## src/rtl/bus_ctrl_pkg.sv

```systemverilog
// Shared opcodes, ALU codes, bus-source indices, T-state codes and the
// control-word type used by the single-bus hardwired sequencer.
package bus_ctrl_pkg;

  localparam int ALU_W = 5;

  localparam logic [4:0] OP_ADD  = 5'd0,  OP_SUB  = 5'd1,  OP_AND  = 5'd2,
                         OP_OR   = 5'd3,  OP_SHR  = 5'd4,  OP_SHRA = 5'd5,
                         OP_SHL  = 5'd6,  OP_ROR  = 5'd7,  OP_ROL  = 5'd8,
                         OP_ADDI = 5'd9,  OP_ANDI = 5'd10, OP_ORI  = 5'd11,
                         OP_MUL  = 5'd12, OP_DIV  = 5'd13, OP_MFHI = 5'd14,
                         OP_MFLO = 5'd15, OP_LD   = 5'd16, OP_ST   = 5'd17,
                         OP_NOP  = 5'd18, OP_HALT = 5'd19;

  localparam logic [ALU_W-1:0] ALU_NOP = 5'd0,  ALU_ADD = 5'd1,  ALU_SUB  = 5'd2,
                               ALU_AND = 5'd3,  ALU_OR  = 5'd4,  ALU_SHR  = 5'd5,
                               ALU_SHRA = 5'd6, ALU_SHL = 5'd7,  ALU_ROR  = 5'd8,
                               ALU_ROL = 5'd9,  ALU_MUL = 5'd10, ALU_DIV  = 5'd11;

  // Bus sources 0..15 are the general registers R0..R15.
  localparam logic [4:0] SRC_HI = 5'd16, SRC_LO = 5'd17, SRC_Z_HI = 5'd18,
                         SRC_Z_LO = 5'd19, SRC_PC = 5'd20, SRC_MDR = 5'd21,
                         SRC_INPORT = 5'd22, SRC_C = 5'd23;

  localparam logic [3:0] ST_IDLE = 4'd0, ST_T0 = 4'd1, ST_T1 = 4'd2, ST_T2 = 4'd3,
                         ST_T3 = 4'd4, ST_T4 = 4'd5, ST_T5 = 4'd6, ST_T6 = 4'd7,
                         ST_T7 = 4'd8, ST_T8 = 4'd9, ST_HALT = 4'd10, ST_FAULT = 4'd11;

  typedef struct packed {
    logic [23:0]      bus_sel;
    logic [15:0]      reg_in;
    logic             pc_in;
    logic             inc_pc;
    logic             mar_in;
    logic             ir_in;
    logic             y_in;
    logic             z_in;
    logic             hi_in;
    logic             lo_in;
    logic             mdr_in;
    logic             mdr_from_mem;
    logic             mem_read;
    logic             mem_write;
    logic [ALU_W-1:0] alu_op;
    logic             halted;
    logic             fault;
  } ctrl_word_t;

  function automatic logic is_r_alu(input logic [4:0] op);
    return op <= OP_ROL;
  endfunction

  function automatic logic is_imm(input logic [4:0] op);
    return (op == OP_ADDI) || (op == OP_ANDI) || (op == OP_ORI);
  endfunction

  function automatic logic is_muldiv(input logic [4:0] op);
    return (op == OP_MUL) || (op == OP_DIV);
  endfunction

  // Wait states are the two memory reads (fetch, LD) and the ST write.
  function automatic logic is_mem_wait(input logic [3:0] state, input logic [4:0] op);
    return (state == ST_T2) || (state == ST_T7 && op == OP_LD) ||
           (state == ST_T8 && op == OP_ST);
  endfunction

  function automatic logic [ALU_W-1:0] alu_for(input logic [4:0] op);
    case (op)
      OP_ADD, OP_ADDI, OP_LD, OP_ST: alu_for = ALU_ADD;
      OP_SUB:                        alu_for = ALU_SUB;
      OP_AND, OP_ANDI:               alu_for = ALU_AND;
      OP_OR, OP_ORI:                 alu_for = ALU_OR;
      OP_SHR:                        alu_for = ALU_SHR;
      OP_SHRA:                       alu_for = ALU_SHRA;
      OP_SHL:                        alu_for = ALU_SHL;
      OP_ROR:                        alu_for = ALU_ROR;
      OP_ROL:                        alu_for = ALU_ROL;
      OP_MUL:                        alu_for = ALU_MUL;
      OP_DIV:                        alu_for = ALU_DIV;
      default:                       alu_for = ALU_NOP;
    endcase
  endfunction

  function automatic logic [23:0] src_sel(input logic [4:0] idx);
    return 24'd1 << idx;
  endfunction

  function automatic logic [15:0] gpr_sel(input logic [3:0] r);
    return 16'd1 << r;
  endfunction

endpackage

```

## src/rtl/bus_seq_decode.sv

```systemverilog
// Combinational decode of (T-state, IR opcode/fields) into the datapath control word.
module bus_seq_decode
  import bus_ctrl_pkg::*;
(
  input  logic [3:0]  state,
  input  logic [31:0] ir,
  input  logic        mem_done,
  output ctrl_word_t  ctrl
);

  logic [4:0] op;
  logic [3:0] ra, rb, rc;
  logic       ir_unused;

  assign op = ir[31:27];
  assign ra = ir[26:23];
  assign rb = ir[22:19];
  assign rc = ir[18:15];
  // The constant field only reaches the datapath through the C_sign_extended source.
  assign ir_unused = ^ir[14:0];

  always_comb begin
    ctrl = '0;
    case (state)
      ST_T0: begin
        ctrl.bus_sel = src_sel(SRC_PC);
        ctrl.mar_in  = 1'b1;
        ctrl.inc_pc  = 1'b1;
        ctrl.z_in    = 1'b1;
      end
      ST_T1: begin
        ctrl.bus_sel = src_sel(SRC_Z_HI);
        ctrl.pc_in   = 1'b1;
      end
      ST_T2: begin
        ctrl.mem_read     = 1'b1;
        ctrl.mdr_from_mem = 1'b1;
        ctrl.mdr_in       = mem_done;
      end
      ST_T3: begin
        ctrl.bus_sel = src_sel(SRC_MDR);
        ctrl.ir_in   = 1'b1;
      end
      ST_T4: begin
        if (is_muldiv(op)) begin
          ctrl.bus_sel = src_sel({1'b0, ra});
          ctrl.y_in    = 1'b1;
        end else if (op == OP_MFHI || op == OP_MFLO) begin
          ctrl.bus_sel = src_sel(op == OP_MFHI ? SRC_HI : SRC_LO);
          ctrl.reg_in  = gpr_sel(ra);
        end else if (is_r_alu(op) || is_imm(op) || op == OP_LD || op == OP_ST) begin
          ctrl.bus_sel = src_sel({1'b0, rb});
          ctrl.y_in    = 1'b1;
        end
      end
      ST_T5: begin
        if (is_r_alu(op) || is_muldiv(op) || is_imm(op) || op == OP_LD || op == OP_ST) begin
          ctrl.alu_op = alu_for(op);
          ctrl.z_in   = 1'b1;
          if (is_r_alu(op))
            ctrl.bus_sel = src_sel({1'b0, rc});
          else if (is_muldiv(op))
            ctrl.bus_sel = src_sel({1'b0, rb});
          else
            ctrl.bus_sel = src_sel(SRC_C);
        end
      end
      ST_T6: begin
        ctrl.bus_sel = src_sel(SRC_Z_LO);
        if (is_r_alu(op) || is_imm(op))
          ctrl.reg_in = gpr_sel(ra);
        else if (is_muldiv(op))
          ctrl.lo_in = 1'b1;
        else if (op == OP_LD || op == OP_ST)
          ctrl.mar_in = 1'b1;
        else
          ctrl.bus_sel = '0;
      end
      ST_T7: begin
        if (is_muldiv(op)) begin
          ctrl.bus_sel = src_sel(SRC_Z_HI);
          ctrl.hi_in   = 1'b1;
        end else if (op == OP_LD) begin
          ctrl.mem_read     = 1'b1;
          ctrl.mdr_from_mem = 1'b1;
          ctrl.mdr_in       = mem_done;
        end else if (op == OP_ST) begin
          ctrl.bus_sel = src_sel({1'b0, ra});
          ctrl.mdr_in  = 1'b1;
        end
      end
      ST_T8: begin
        if (op == OP_LD) begin
          ctrl.bus_sel = src_sel(SRC_MDR);
          ctrl.reg_in  = gpr_sel(ra);
        end else if (op == OP_ST) begin
          ctrl.mem_write = 1'b1;
        end
      end
      ST_HALT:  ctrl.halted = 1'b1;
      ST_FAULT: ctrl.fault  = 1'b1;
      default:  ctrl = '0;
    endcase
  end

endmodule

```

## src/rtl/bus_sequencer.sv

```systemverilog
// Hardwired T-state control unit for the single-bus datapath (fetch + execute).
// Define SEQ_SINGLE_STEP_EN to add a 'step' input that gates each new instruction.
module bus_sequencer
  import bus_ctrl_pkg::*;
#(
  parameter int MEM_WAIT_MAX = 15,
  parameter int ALU_OP_W     = 5
) (
  input  logic                clock,
  input  logic                clear_n,
  input  logic                run,
`ifdef SEQ_SINGLE_STEP_EN
  input  logic                step,
`endif
  input  logic [31:0]         ir,
  input  logic                mem_done,
  output logic [23:0]         bus_sel,
  output logic [15:0]         reg_in,
  output logic                pc_in,
  output logic                inc_pc,
  output logic                mar_in,
  output logic                ir_in,
  output logic                y_in,
  output logic                z_in,
  output logic                hi_in,
  output logic                lo_in,
  output logic                mdr_in,
  output logic                mdr_from_mem,
  output logic                mem_read,
  output logic                mem_write,
  output logic [ALU_OP_W-1:0] alu_op,
  output logic                halted,
  output logic                fault,
  output logic [3:0]          tstate
);

  localparam int             CNT_W    = $clog2(MEM_WAIT_MAX + 1);
  localparam logic [CNT_W-1:0] CNT_LAST = CNT_W'(MEM_WAIT_MAX - 1);

  logic [3:0]       state, state_nxt, end_state;
  logic [CNT_W-1:0] wait_cnt;
  logic [4:0]       op;
  logic             go, in_wait, timeout;
  ctrl_word_t       ctrl, ctrl_out;

  assign op = ir[31:27];

`ifdef SEQ_SINGLE_STEP_EN
  assign go = run && step;
`else
  assign go = run;
`endif

  // A wait that has used its whole budget without mem_done gives up this cycle.
  assign in_wait   = is_mem_wait(state, op);
  assign timeout   = in_wait && !mem_done && (wait_cnt == CNT_LAST);
  assign end_state = go ? ST_T0 : ST_IDLE;

  always_comb begin
    state_nxt = state;
    case (state)
      ST_IDLE: if (go) state_nxt = ST_T0;
      ST_T0:   state_nxt = ST_T1;
      ST_T1:   state_nxt = ST_T2;
      ST_T2:   if (mem_done) state_nxt = ST_T3;
               else if (timeout) state_nxt = ST_FAULT;
      ST_T3: begin
        if (op == OP_NOP)       state_nxt = end_state;
        else if (op == OP_HALT) state_nxt = ST_HALT;
        else if (op <= OP_ST)   state_nxt = ST_T4;
        else                    state_nxt = ST_FAULT;
      end
      ST_T4:   state_nxt = (op == OP_MFHI || op == OP_MFLO) ? end_state : ST_T5;
      ST_T5:   state_nxt = ST_T6;
      ST_T6:   state_nxt = (is_r_alu(op) || is_imm(op)) ? end_state : ST_T7;
      ST_T7: begin
        if (is_muldiv(op))    state_nxt = end_state;
        else if (op == OP_ST) state_nxt = ST_T8;
        else if (op == OP_LD) begin
          if (mem_done)     state_nxt = ST_T8;
          else if (timeout) state_nxt = ST_FAULT;
        end else            state_nxt = ST_FAULT;
      end
      ST_T8: begin
        if (op == OP_LD) state_nxt = end_state;
        else if (op == OP_ST) begin
          if (mem_done)     state_nxt = end_state;
          else if (timeout) state_nxt = ST_FAULT;
        end else            state_nxt = ST_FAULT;
      end
      ST_HALT:  state_nxt = ST_HALT;
      ST_FAULT: state_nxt = ST_FAULT;
      default:  state_nxt = ST_IDLE;
    endcase
  end

  // The wait counter only survives while the FSM stays in the same wait state.
  always_ff @(posedge clock) begin
    if (!clear_n) begin
      state    <= ST_IDLE;
      wait_cnt <= '0;
    end else begin
      state    <= state_nxt;
      wait_cnt <= (in_wait && state_nxt == state) ? wait_cnt + 1'b1 : '0;
    end
  end

  bus_seq_decode u_decode (
    .state    (state),
    .ir       (ir),
    .mem_done (mem_done),
    .ctrl     (ctrl)
  );

  // Reset forces every output low immediately, not just after the next edge.
  assign ctrl_out     = clear_n ? ctrl : '0;
  assign tstate       = clear_n ? state : ST_IDLE;
  assign bus_sel      = ctrl_out.bus_sel;
  assign reg_in       = ctrl_out.reg_in;
  assign pc_in        = ctrl_out.pc_in;
  assign inc_pc       = ctrl_out.inc_pc;
  assign mar_in       = ctrl_out.mar_in;
  assign ir_in        = ctrl_out.ir_in;
  assign y_in         = ctrl_out.y_in;
  assign z_in         = ctrl_out.z_in;
  assign hi_in        = ctrl_out.hi_in;
  assign lo_in        = ctrl_out.lo_in;
  assign mdr_in       = ctrl_out.mdr_in;
  assign mdr_from_mem = ctrl_out.mdr_from_mem;
  assign mem_read     = ctrl_out.mem_read;
  assign mem_write    = ctrl_out.mem_write;
  assign alu_op       = ALU_OP_W'(ctrl_out.alu_op);
  assign halted       = ctrl_out.halted;
  assign fault        = ctrl_out.fault;

endmodule

```

## config.mk

```make
export PLATFORM = sky130hd
export DESIGN_NAME = bus_sequencer
export DESIGN_NICKNAME = d
export VERILOG_FILES = /design/src/rtl/bus_ctrl_pkg.sv /design/src/rtl/bus_seq_decode.sv /design/src/rtl/bus_sequencer.sv
export SDC_FILE = /design/constraint.sdc
export NUM_CORES = 1
export LEC_CHECK = 0
export CORE_MARGIN = 3
export CORE_UTILIZATION = 45
export DETAILED_ROUTE_END_ITERATION = 16
export GPL_ROUTABILITY_DRIVEN = 0
export GPL_TIMING_DRIVEN = 0
export PLACE_DENSITY = 0.83
export SYNTH_ARGS = -nofsm -noshare
export SYNTH_HDL_FRONTEND = slang
export SYNTH_SLANG_ARGS = --single-unit
```

## constraint.sdc

```tcl
create_clock -name clock -period 3.5 [get_ports clock]
set_input_delay 0.7 -clock clock [delete_from_list [all_inputs] [get_ports clock]]
set_output_delay 0.7 -clock clock [all_outputs]
set_load 0.01 [all_outputs]
```

== Yosys cells after proc, flatten, opt, wreduce, memory -nomap -nowiden ==
Memory sizes are Yosys's and may differ from the RTL's.
Cells that the tools add are included.

* Reduce and logical (&&, ||, !) cells: 22
* Multiplexer cells: 66
* Order comparisons: 2
* Eq/ne operators: 24
* Add/sub/neg operators: 1
* Shift-type cells: 5

{| class="wikitable"
|+ Operators by type and width
! kind !! count
|-
| $mux W24 || 10
|-
| $pmux W24 S8 || 1
|-
| $shl A1 B4 Y24 const A || 3
|-
| $mux W4 || 15
|-
| $mux W59 || 1
|-
| $mux W16 || 3
|-
| $pmux W16 S3 || 1
|-
| $pmux W4 S12 || 1
|-
| $mux W20 || 2
|-
| $mux W38 || 1
|-
| $eq A5 B4 Y1 const B || 7
|-
| $shl A1 B5 Y24 const A || 1
|-
| $mux W1 || 23
|-
| $eq A4 B4 Y1 const B || 5
|-
| $eq A5 B5 Y1 const B || 4
|-
| $eq A4 B3 Y1 const B || 4
|-
| $shl A1 B4 Y16 const A || 1
|-
| $logic_or A1 B1 Y1 || 14
|-
| $mux W5 || 2
|-
| $eq A4 B2 Y1 const B || 2
|-
| $mux W3 || 2
|-
| $pmux W3 S2 || 1
|-
| $le A5 B4 Y1 const B || 1
|-
| $le A5 B5 Y1 const B || 1
|-
| other kinds (9) || 14
|}

* Register bits: 8
* Output and inout port bits: 63
* Memory bits (read-only): 128
* Word-level logic and storage cells: 123
* Memories kept: 1

{| class="wikitable"
|+ Memories
! memory !! depth !! width !! read ports !! clocked after Yosys merged registers in !! write ports !! RTL line !! RTL
|-
| (name not given) || 32 || 4 || 1 || 0 || 0 || bus_ctrl_pkg.sv:68 || <nowiki>case (op)</nowiki>
|}

== Logic depth before layout (Yosys ltp) ==
Gate-level depths: netlist of the first run.

* Depth after elaboration: 15
* Gate-level depth with buffers: 10
* Gate-level depth less buffers: 9

== Cells and area by module ==
Synthesis of the first run repeated with hierarchy kept, for this count alone.

* Cell total of the unflattened synthesis: 446
* Area, all modules: 2929.1 µm²

{| class="wikitable"
|+ Modules (own cells, without submodules)
! module !! cells each !! area an instance (µm²) !! times used !! sequential area each (µm²)
|-
| bus_seq_decode || 262 || 1607.8 || 1 || 0.0
|-
| bus_sequencer || 184 || 1321.3 || 1 || 160.2
|}

== Worst setup path after synthesis of the first run ==
No wires, ideal clock.

* Path type: input port to output port
* Start: input ir[27]
* End: output reg_in[10]
* Buffers on the path: 1
* Slack: 0.433 ns
* Data arrival time: 2.367 ns
* Stages on the path: 8
* Path through: inv_1 -> ha_1 -> or4_4 -> a21oi_4 -> nor2_1 -> o211ai_2 -> buf_2 -> nor2_1

* Longest elaborated chain between the ends: 7

{| class="wikitable"
|+ RTL lines
! element !! RTL line !! RTL
|-
| start, declared || bus_sequencer.sv:15 || <nowiki>input logic [31:0] ir,</nowiki>
|-
| branches (longest 5 deep; another with $le A5 B4 Y1) || - ||
|-
| $pmux W16 S3 * || bus_seq_decode.sv:24 || <nowiki>case (state)</nowiki>
|-
| $mux W59 * || bus_sequencer.sv:116 || <nowiki>assign ctrl_out = clear_n ? ctrl : '0;</nowiki>
|-
| end, declared || bus_sequencer.sv:18 || <nowiki>output logic [15:0] reg_in,</nowiki>
|}

Every way passes the cells marked *.

== Worst setup path in the final report of the first run ==
* Start: input ir[31]
* End: output reg_in[4]

The elaborated chain is that of the path after synthesis.

==> results of run 1 <==
-- through the flow --
stage | power (mW) | std cells | instance area [µm²] | hold WS, ns
finish | 0.579 | 563 | 3690 | 0.494
floorplan | 0.314 | 383 | 2410 | 0.457
CTS | 0.549 | 554 | 3570 | 0.501
detailed placement | 0.413 | 529 | 3260 | 0.490
global route | 0.614 | 563 | 3690 | 0.538
global placement | 0.408 | 529 | 3260 | 0.480
-- cell families after synthesis --
logic type      count (synthesis)  synth area share
compound gates                122             0.360
xor+xnor                        3            0.0109
fa+ha+maj                       7            0.0363
buf+inv                        51             0.101
flops                           8            0.0665
mux                             1           0.00415
other cells                     1           0.00156
simple gates                  189             0.420
-- metal layers --
| layer | up-vias | global-route usage | wire length (µm) |
|---|---|---|---|
| li1 | 1650 | - | - |
| met1 | 1642 | 0.400 | 3850 |
| met2 | 321 | 0.462 | 4420 |
| met3 | 56 | 0.0680 | 1310 |
| met4 | 0 | 0.0687 | 311 |
| met5 | - | 0 | 0 |
-- cells in the final DEF, fill, tap and decap left out, drive strengths merged, types with 9 or more instances in the layout --
cell	instances
buf	57
dlygate4sd2	21
nand3	19
clkdlybuf4s50	32
nand4	9
nor2	45
and2	11
clkbuf	29
a21oi	21
o21ai	30
a32oi	15
a22o	9
nor2b	15
nor3	14
inv	14
nand2	39
-- sequential cells by signal, summed over array words and instances, names as in the netlist --
register,flops
state,4
wait_cnt,4
-- worst max-delay path by stage --
stage                  start          end  slack (ns)  cells after the start
floorplan             ir[27]   reg_in[10]        0.43                      8
finish                ir[31]    reg_in[4]        0.04                     11
global route        state[0]  bus_sel[21]       -0.15                      9
CTS                   ir[28]    reg_in[3]       0.003                     11
detailed placement    ir[28]  bus_sel[10]       -1.13                     11
global placement      ir[28]  bus_sel[10]       -1.11                     11
-- power groups by stage --
stage | Sequential, mW | Clock [mW] | Combinational (mW)
finish | 0.102 | 0.113 | 0.364
global route | 0.103 | 0.121 | 0.391
CTS | 0.102 | 0.114 | 0.333
detailed placement | 0.104 | 0 | 0.309
global placement | 0.103 | 0 | 0.305
floorplan | 0.102 | 0 | 0.211
-- cell type report --
| class | count | area [µm²] | area share |
|---|---|---|---|
| clock buffers | 3 | 41.3 | 0.0112 |
| flip-flops and latches | 8 | 160 | 0.0434 |
| inverters | 14 | 52.6 | 0.0142 |
| multi-input cells | 324 | 2170 | 0.589 |
| plain buffers | 37 | 239 | 0.0648 |
| repair buffers | 107 | 936 | 0.254 |
| well taps | 70 | 87.6 | 0.0237 |
-- repair_timing --
item                                    4_1_cts  5_1_grt
setup buffers                                21        9
cloned                                        1        0
endpoints found under the setup margin       51       28
pin swaps                                    12        8
gates resized for setup                     114       45
==> metrics.cfg, run 1 <==
[layout]
drive_gt1_frac = 0.243
final_util = 0.718
fillers = 417
n_antenna_cell = 0
syn_to_final_growth_pct = 53.1
nets = 538

[power]
ir_worst_vdd_mv = 0.119
power_density_nw_per_um2 = 157
pwr-share-seq = 0.176
p_sw_mw = 0.263
p_leak_nw = 1.52
internal_power_mw = 0.315
switching_share = 0.455
combPwrFrac = 0.629
clockPowerShare = 0.195

[sta]
finalHoldViolCount = 0
grt_setup_unrepaired = yes
slew_headroom = 0.630
fin_ws_ns = 0.0437
final.setup.tns_ns = 0
skew_ns = 0.00673
worst_slew_pin_slew_ns = 0.553
fmaxAchievable_ghz = 0.289
drv_slew = 0
finalSetupViolCount = 0
finalCritPeriodShare = 0.988
period_needed_ns = 3.46

[global_route]
antenna_found_initial = 0
overflow = 0
grt_max_degree = 11
grt_pass1_wl_um = 15200
grt_pass1_vias = 3157
grt_usage = 0.292

[clock_network]
cts_root_buf = clkbuf_8
cts_tree = done
max-clock-path-buffers = 2
h-tree-depth = 1
cts_hold_buf = 0
clock_latency_ns = 0.23
cts_buffers = 3
clk_pin_slew_ns = 0.04
cts_sinks = 8

[die]
die-width_um = 79.2
start_util = 0.469
io_pins = 99
fp.dieH_um = 79.2
fp-row-count = 26
die_area_um2 = 6270
core_area_um2 = 5140

[detailed_routing]
wl_per_cell_um = 17.6
drt_iter0_markers = 765
vias_per_cell = 6.52
ant_nets = 0
first_pass_iters = 7
drcViolationCount = 0
vias = 3669
totalWireLength_um = 9890

[worst_setup_path]
cp_num_buf_inv = 6
crit_chain = dlygate4sd2_1, buf_6, and3b_2, and2b_2, buf_4, o31ai_2, o211ai_2, buf_4, buf_6, nor2_1, dlygate4sd2_1
crit_type = primary input to output port
critPathArrivalTime_ns = 2.76
cp_max_fo = 5
worst-r2r-setup-slack_ns = 1.17
r2r_end = wait_cnt[2]
start_kind = primary input
cpPeakStageDelay_ns = 0.30
timing.rr.start = state[0]
critPathCaptureType = output port
slowest_stage = dlygate4sd2_1
rr_worst_depth = 8
worstPathRequired_ns = 2.80
crit_family = buffers and inverters

[logic_synthesis]
async_flop_share = 0
avgSynthCellArea_um2 = 6.31
synth_warnings = 0
yosys-top-cells-area = nor2_1, dfxtp_1, nand2_1
synthCells = 382
synth_commonest_cells = nor2_1, nand2_1, o21ai_0
yosysTopAreaCellShare = 0.0701
synth_edf_count = 0
synth_seq_cells = 8
synth_flop_cell = dfxtp_1
yosysSeqAreaShare = 0.0665
ys_types = 64
yosys.area.top_type = nor2_1
synth.most_common_cell = nor2_1
syn_area_um2 = 2410

[min_path]
min-delay-start = wait_cnt[0]
hold_end = wait_cnt[0]
holdPathStages = 1
hold_path.class = flop to flop

[job]
max-cap-violations = 0

[placed_design]
dp_worst_setup_slack_ns = -1.13
io_buffers = 76
hpwl_um = 6610

[status]
run_status = completed

(Power assumes the default switching activity.)
==> run 2, diff against run 1 <==
Settings changed: ABC_AREA from default to 1, SKIP_CTS_REPAIR_TIMING from default to 1.
==> metrics.cfg, run 2 <==
[status]
run_status = complete, but fails checks
failed_checks = setup timing

[global_route]
overflow = 0
antenna_found_initial = 0
grt_usage = 0.264
grt_pass1_wl_um = 14100
grt_max_degree = 11
grt_pass1_vias = 3203

[layout]
layout_commonest_cell = nand2_1
n_antenna_cell = 0
fillers = 488
nets = 617
mostFrequentLayoutCells = nand2_1, nor2_1, inv_1
top_regs = state x4, wait_cnt x4
drive_gt1_frac = 0.142
syn_to_final_growth_pct = 48.1

[power]
p_leak_nw = 2.02
pwr-share-seq = 0.190
ir_worst_vdd_mv = 0.301
switching_share = 0.478
p_total_mw = 0.563
p_sw_mw = 0.269
clockPowerShare = 0.187
power_density_nw_per_um2 = 154
combPwrFrac = 0.624
internal_power_mw = 0.294

[detailed_routing]
wl_per_cell_um = 14.5
vias_per_cell = 5.73
vias = 3677
ant_nets = 0
totalWireLength_um = 9310
first_pass_iters = 5
drt_iter0_markers = 397
drcViolationCount = 0

[sta]
fin_ws_ns = -0.0315
period_needed_ns = 3.53
finalSetupViolCount = 1
grt_setup_unrepaired = yes
finalHoldViolCount = 0
fmaxAchievable_ghz = 0.283
finalCritPeriodShare = 1.01
skew_ns = 0.00252
drv_slew = 0
whs_ns = 0.471

[die]
fp-row-count = 26
start_util = 0.473
io_pins = 99
die-width_um = 80.0
core_area_um2 = 5200
fp.dieH_um = 80.0
die_area_um2 = 6400

[min_path]
hold_path.class = flop to flop
holdPathStages = 1

[logic_synthesis]
synth_seq_cells = 8
synthMuxAreaShare = 0
yosys.area.top_type = nand2_1
synthSimpleGateAreaFrac = 0.532
syn_area_um2 = 2460
avgSynthCellArea_um2 = 5.12
synthAdderAreaFrac = 0.0356
ys_types = 40
synth-compound-area-share = 0.196
async_flop_share = 0
synthXorXnorAreaFrac = 0.00711
synth_edf_count = 0
synth_commonest_cells = nand2_1, nor2_1, inv_1
synth_top_family_by_area = simple AND/OR/NAND/NOR gates
synthCells = 481
synth_flop_cell = dfxtp_1
synth_warnings = 0
yosysSeqAreaShare = 0.0650
yosysTopAreaCellShare = 0.160
synth.most_common_cell = nand2_1
yosys-top-cells-area = nand2_1, nor2_1, inv_1

[clock_network]
cts_root_buf = clkbuf_8
clock_latency_ns = 0.22
cts_tree = done
h-tree-depth = 1
cts_sinks = 8
cts_buffers = 3
max-clock-path-buffers = 2
clk_pin_slew_ns = 0.04

[worst_setup_path]
critPathArrivalTime_ns = 2.83
crit_type = primary input to output port
critPathCaptureType = output port
start_kind = primary input
cp_max_fo = 10
rr_worst_depth = 13
worstPathRequired_ns = 2.80

[placed_design]
io_buffers = 75
hpwl_um = 6970

[job]
max-cap-violations = 0

==> run 2: changes by cell type in the layout (fill, tap and decap cells not counted), sizes merged, moves of 20 or more <==
cell and change:
inv +59, dlymetal6s2s +31, dlygate4sd2 -21, nand3 +20
nand2 +70, buf -31, nor2 +35
==> run 2: final timing paths <==
path | slack [ns] | to | startpoint
setup / recovery | -0.03 | bus_sel[10] | ir[27]
hold / removal | 0.47 | wait_cnt[0] | wait_cnt[0]
setup reg to reg | 1.52 | wait_cnt[2] | state[1]
hold reg to reg | 0.47 | wait_cnt[0] | wait_cnt[0]
==> run 2: critical path, stage by stage <==
cell and delay (ns):
clkbuf_2 0.16, inv_2 0.09, ha_4 0.18, inv_1 0.10
nor2_4 0.06, o21ai_4 0.23, nand4_1 0.19, nand2_2 0.13
inv_2 0.06, buf_6 0.14, a221oi_2 0.25, nor2_1 0.06
clkdlybuf4s50_1 0.48
==> run 2: per-stage QoR <==
stage	worst slack, ns	cell area (µm²)	utilization	TNS [ns]	instances
after global routing	-0.161	3650	0.701	-0.270	642
after global placement	-0.688	3310	0.635	-24.31	627
after detailed placement	-0.702	3310	0.635	-25.37	627
after floorplan	0.672	2470	-	0	482
final	-0.0315	3650	0.701	-0.0315	642
after CTS	-0.722	3350	0.643	-25.76	630
==> run 2: cells by family (layout without fill, tap and decap cells) <==
kind of cell | Yosys count | in the layout
AOI/OAI and AO/OA | 82 | 82
xor gates and xnor gates | 2 | 2
adders and majority gates | 7 | 7
buffers and inverters | 98 | 188
DFF | 8 | 8
other | 1 | 2
and+or+nand+nor | 283 | 283
==> run 2: layout make-up <==
type                    count  area (µm²)  share of cell area
multi-input cells         376        2010               0.551
inverters                  76         290              0.0795
flip-flops and latches      8         160              0.0439
clock buffers               3        41.3              0.0113
well taps                  70        87.6              0.0240
repair buffers             87         927               0.254
plain buffers              22         133              0.0363
==> run 2: layer usage <==
layer | wire length, µm | GRT usage
met2 | 4470 | 0.454
met3 | 877 | 0.0327
met1 | 3580 | 0.325
met4 | 382 | 0.120
met5 | 0 | 0
==> run 2: power by group through the flow <==
stage | Combinational [mW] | Clock [mW] | Sequential (mW)
after floorplan | 0.217 | 0 | 0.107
after global placement | 0.321 | 0 | 0.108
after detailed placement | 0.325 | 0 | 0.108
after CTS | 0.327 | 0.109 | 0.107
after global routing | 0.387 | 0.114 | 0.109
final | 0.351 | 0.105 | 0.107
==> run 3, diff against run 2 <==
Settings changed: CORE_ASPECT_RATIO from default to 0.6, GPL_TIMING_DRIVEN 0 to default.
==> metrics.cfg, run 3 (same netlist as run 2, synthesis figures left out) <==
[global_route]
grt_pass1_vias = 3389
grt_max_degree = 31
grt_pass1_wl_um = 16600
antenna_found_initial = 0
overflow = 0
grt_usage = 0.318

[detailed_routing]
wl_per_cell_um = 16.7
drcViolationCount = 0
drt_iter0_markers = 789
ant_nets = 0
first_pass_iters = 7
totalWireLength_um = 11400
vias_per_cell = 5.90
vias = 4056

[die]
fp.dieH_um = 63.3
die_area_um2 = 6430
io_pins = 99
start_util = 0.476
die-width_um = 102
fp-row-count = 20
core_area_um2 = 5180

[sta]
fmaxAchievable_ghz = 0.283
finalSetupViolCount = 1
skew_ns = 0.00135
fin_ws_ns = -0.0385
drv_slew = 0
finalHoldViolCount = 0
final.setup.tns_ns = -0.0385
period_needed_ns = 3.54
finalCritPeriodShare = 1.01

[power]
switching_share = 0.476
internal_power_mw = 0.327
clockPowerShare = 0.182
p_sw_mw = 0.297
ir_worst_vdd_mv = 0.107
combPwrFrac = 0.636
pwr-share-seq = 0.182
power_density_nw_per_um2 = 151
p_leak_nw = 2.37

[clock_network]
max-clock-path-buffers = 2
clock_latency_ns = 0.23
h-tree-depth = 1
cts_root_buf = clkbuf_8
clk_pin_slew_ns = 0.04
cts_buffers = 3
cts_tree = done
cts_sinks = 8

[worst_setup_path]
worstPathRequired_ns = 2.80
critPathCaptureType = output port
critPathArrivalTime_ns = 2.84
start_kind = primary input
r2r_end = wait_cnt[1]
crit_type = primary input to output port
cp_max_fo = 4
timing.rr.start = state[0]
rr_worst_depth = 11
worst-r2r-setup-slack_ns = 1.26

[layout]
fillers = 361
layout_commonest_cell = nand2_1
n_antenna_cell = 0
nets = 666
fin_area_um2 = 4130
top_regs = state x4, wait_cnt x4
mostFrequentLayoutCells = nand2_1, buf_4, nor2_1
syn_to_final_growth_pct = 67.5
drive_gt1_frac = 0.217

[placed_design]
postPlaceCellArea_um2 = 3730
hpwl_um = 8480
io_buffers = 81

[status]
run_status = complete, but fails checks
failed_checks = setup timing

[min_path]
min-delay-start = wait_cnt[0]
hold_path.class = flop to flop
holdPathStages = 1
hold_end = wait_cnt[0]

[job]
max-cap-violations = 0

run 3: changes by cell type in the layout (fill, tap and decap cells not counted), moves of 4 or more:
cell,delta
clkbuf_1,-5
buf_4,+56
dlymetal6s2s_1,+7
clkinvlp_4,+4
clkbuf_2,-6
buf_6,-4
run 3: worst max-delay path, cell delays in order:
cell             delay, ns
dlymetal6s2s_1        0.15
buf_4                 0.17
ha_4                  0.17
nor2_2                0.12
nor2_4                0.07
buf_4                 0.14
nor2_1                0.16
inv_1                 0.10
nor4_1                0.42
clkdlybuf4s50_1       0.63
run 3: final cells by class:
class | instances | area (µm²) | area share
multi-input cells | 376 | 2010 | 0.488
inverters | 76 | 293 | 0.0710
repair buffers | 156 | 1520 | 0.369
well taps | 66 | 82.6 | 0.0200
flip-flops and latches | 8 | 160 | 0.0388
clock buffers | 3 | 41.3 | 0.0100
repair inverters | 2 | 15.0 | 0.00364
run 3: power by group through the flow:
| stage | combinational (mW) | sequential [mW] | clock (mW) |
|---|---|---|---|
| after floorplan | 0.217 | 0.107 | 0 |
| after global placement | 0.355 | 0.114 | 0 |
| after detailed placement | 0.365 | 0.114 | 0 |
| after CTS | 0.366 | 0.113 | 0.116 |
| after global routing | 0.431 | 0.115 | 0.121 |
| final | 0.397 | 0.114 | 0.113 |
run 3: worst max path at each step:
stage,from,end,slack (ns),depth (start not counted)
5_1_grt,ir[27],bus_sel[16],-0.04,10
3_5_place_dp,ir[27],reg_in[13],-0.67,11
2_1_floorplan,ir[28],alu_op[1],0.67,10
4_1_cts,ir[27],reg_in[13],-0.67,11
3_3_place_gp,ir[27],reg_in[14],-0.48,11
6_report,ir[27],bus_sel[17],-0.04,10
run 3: per-layer routing:
layer  share of wire  global-route usage  up-vias
met5               0                   0        -
met1            0.40               0.502     1720
met3            0.17              0.0597       56
met2            0.39               0.444      395
li1                -                   -     1885
met4           0.030              0.0481        0
run 3: metrics by stage:
step	setup WS, ns	hold slack [ns]	cells	util	power, mW
detailed placement	-0.667	0.456	668	0.720	0.479
global placement	-0.481	0.441	668	0.720	0.469
finish	-0.0385	0.461	687	0.797	0.624
global route	-0.0361	0.503	687	0.797	0.666
floorplan	0.672	0.430	482	-	0.323
CTS	-0.668	0.466	671	0.728	0.595
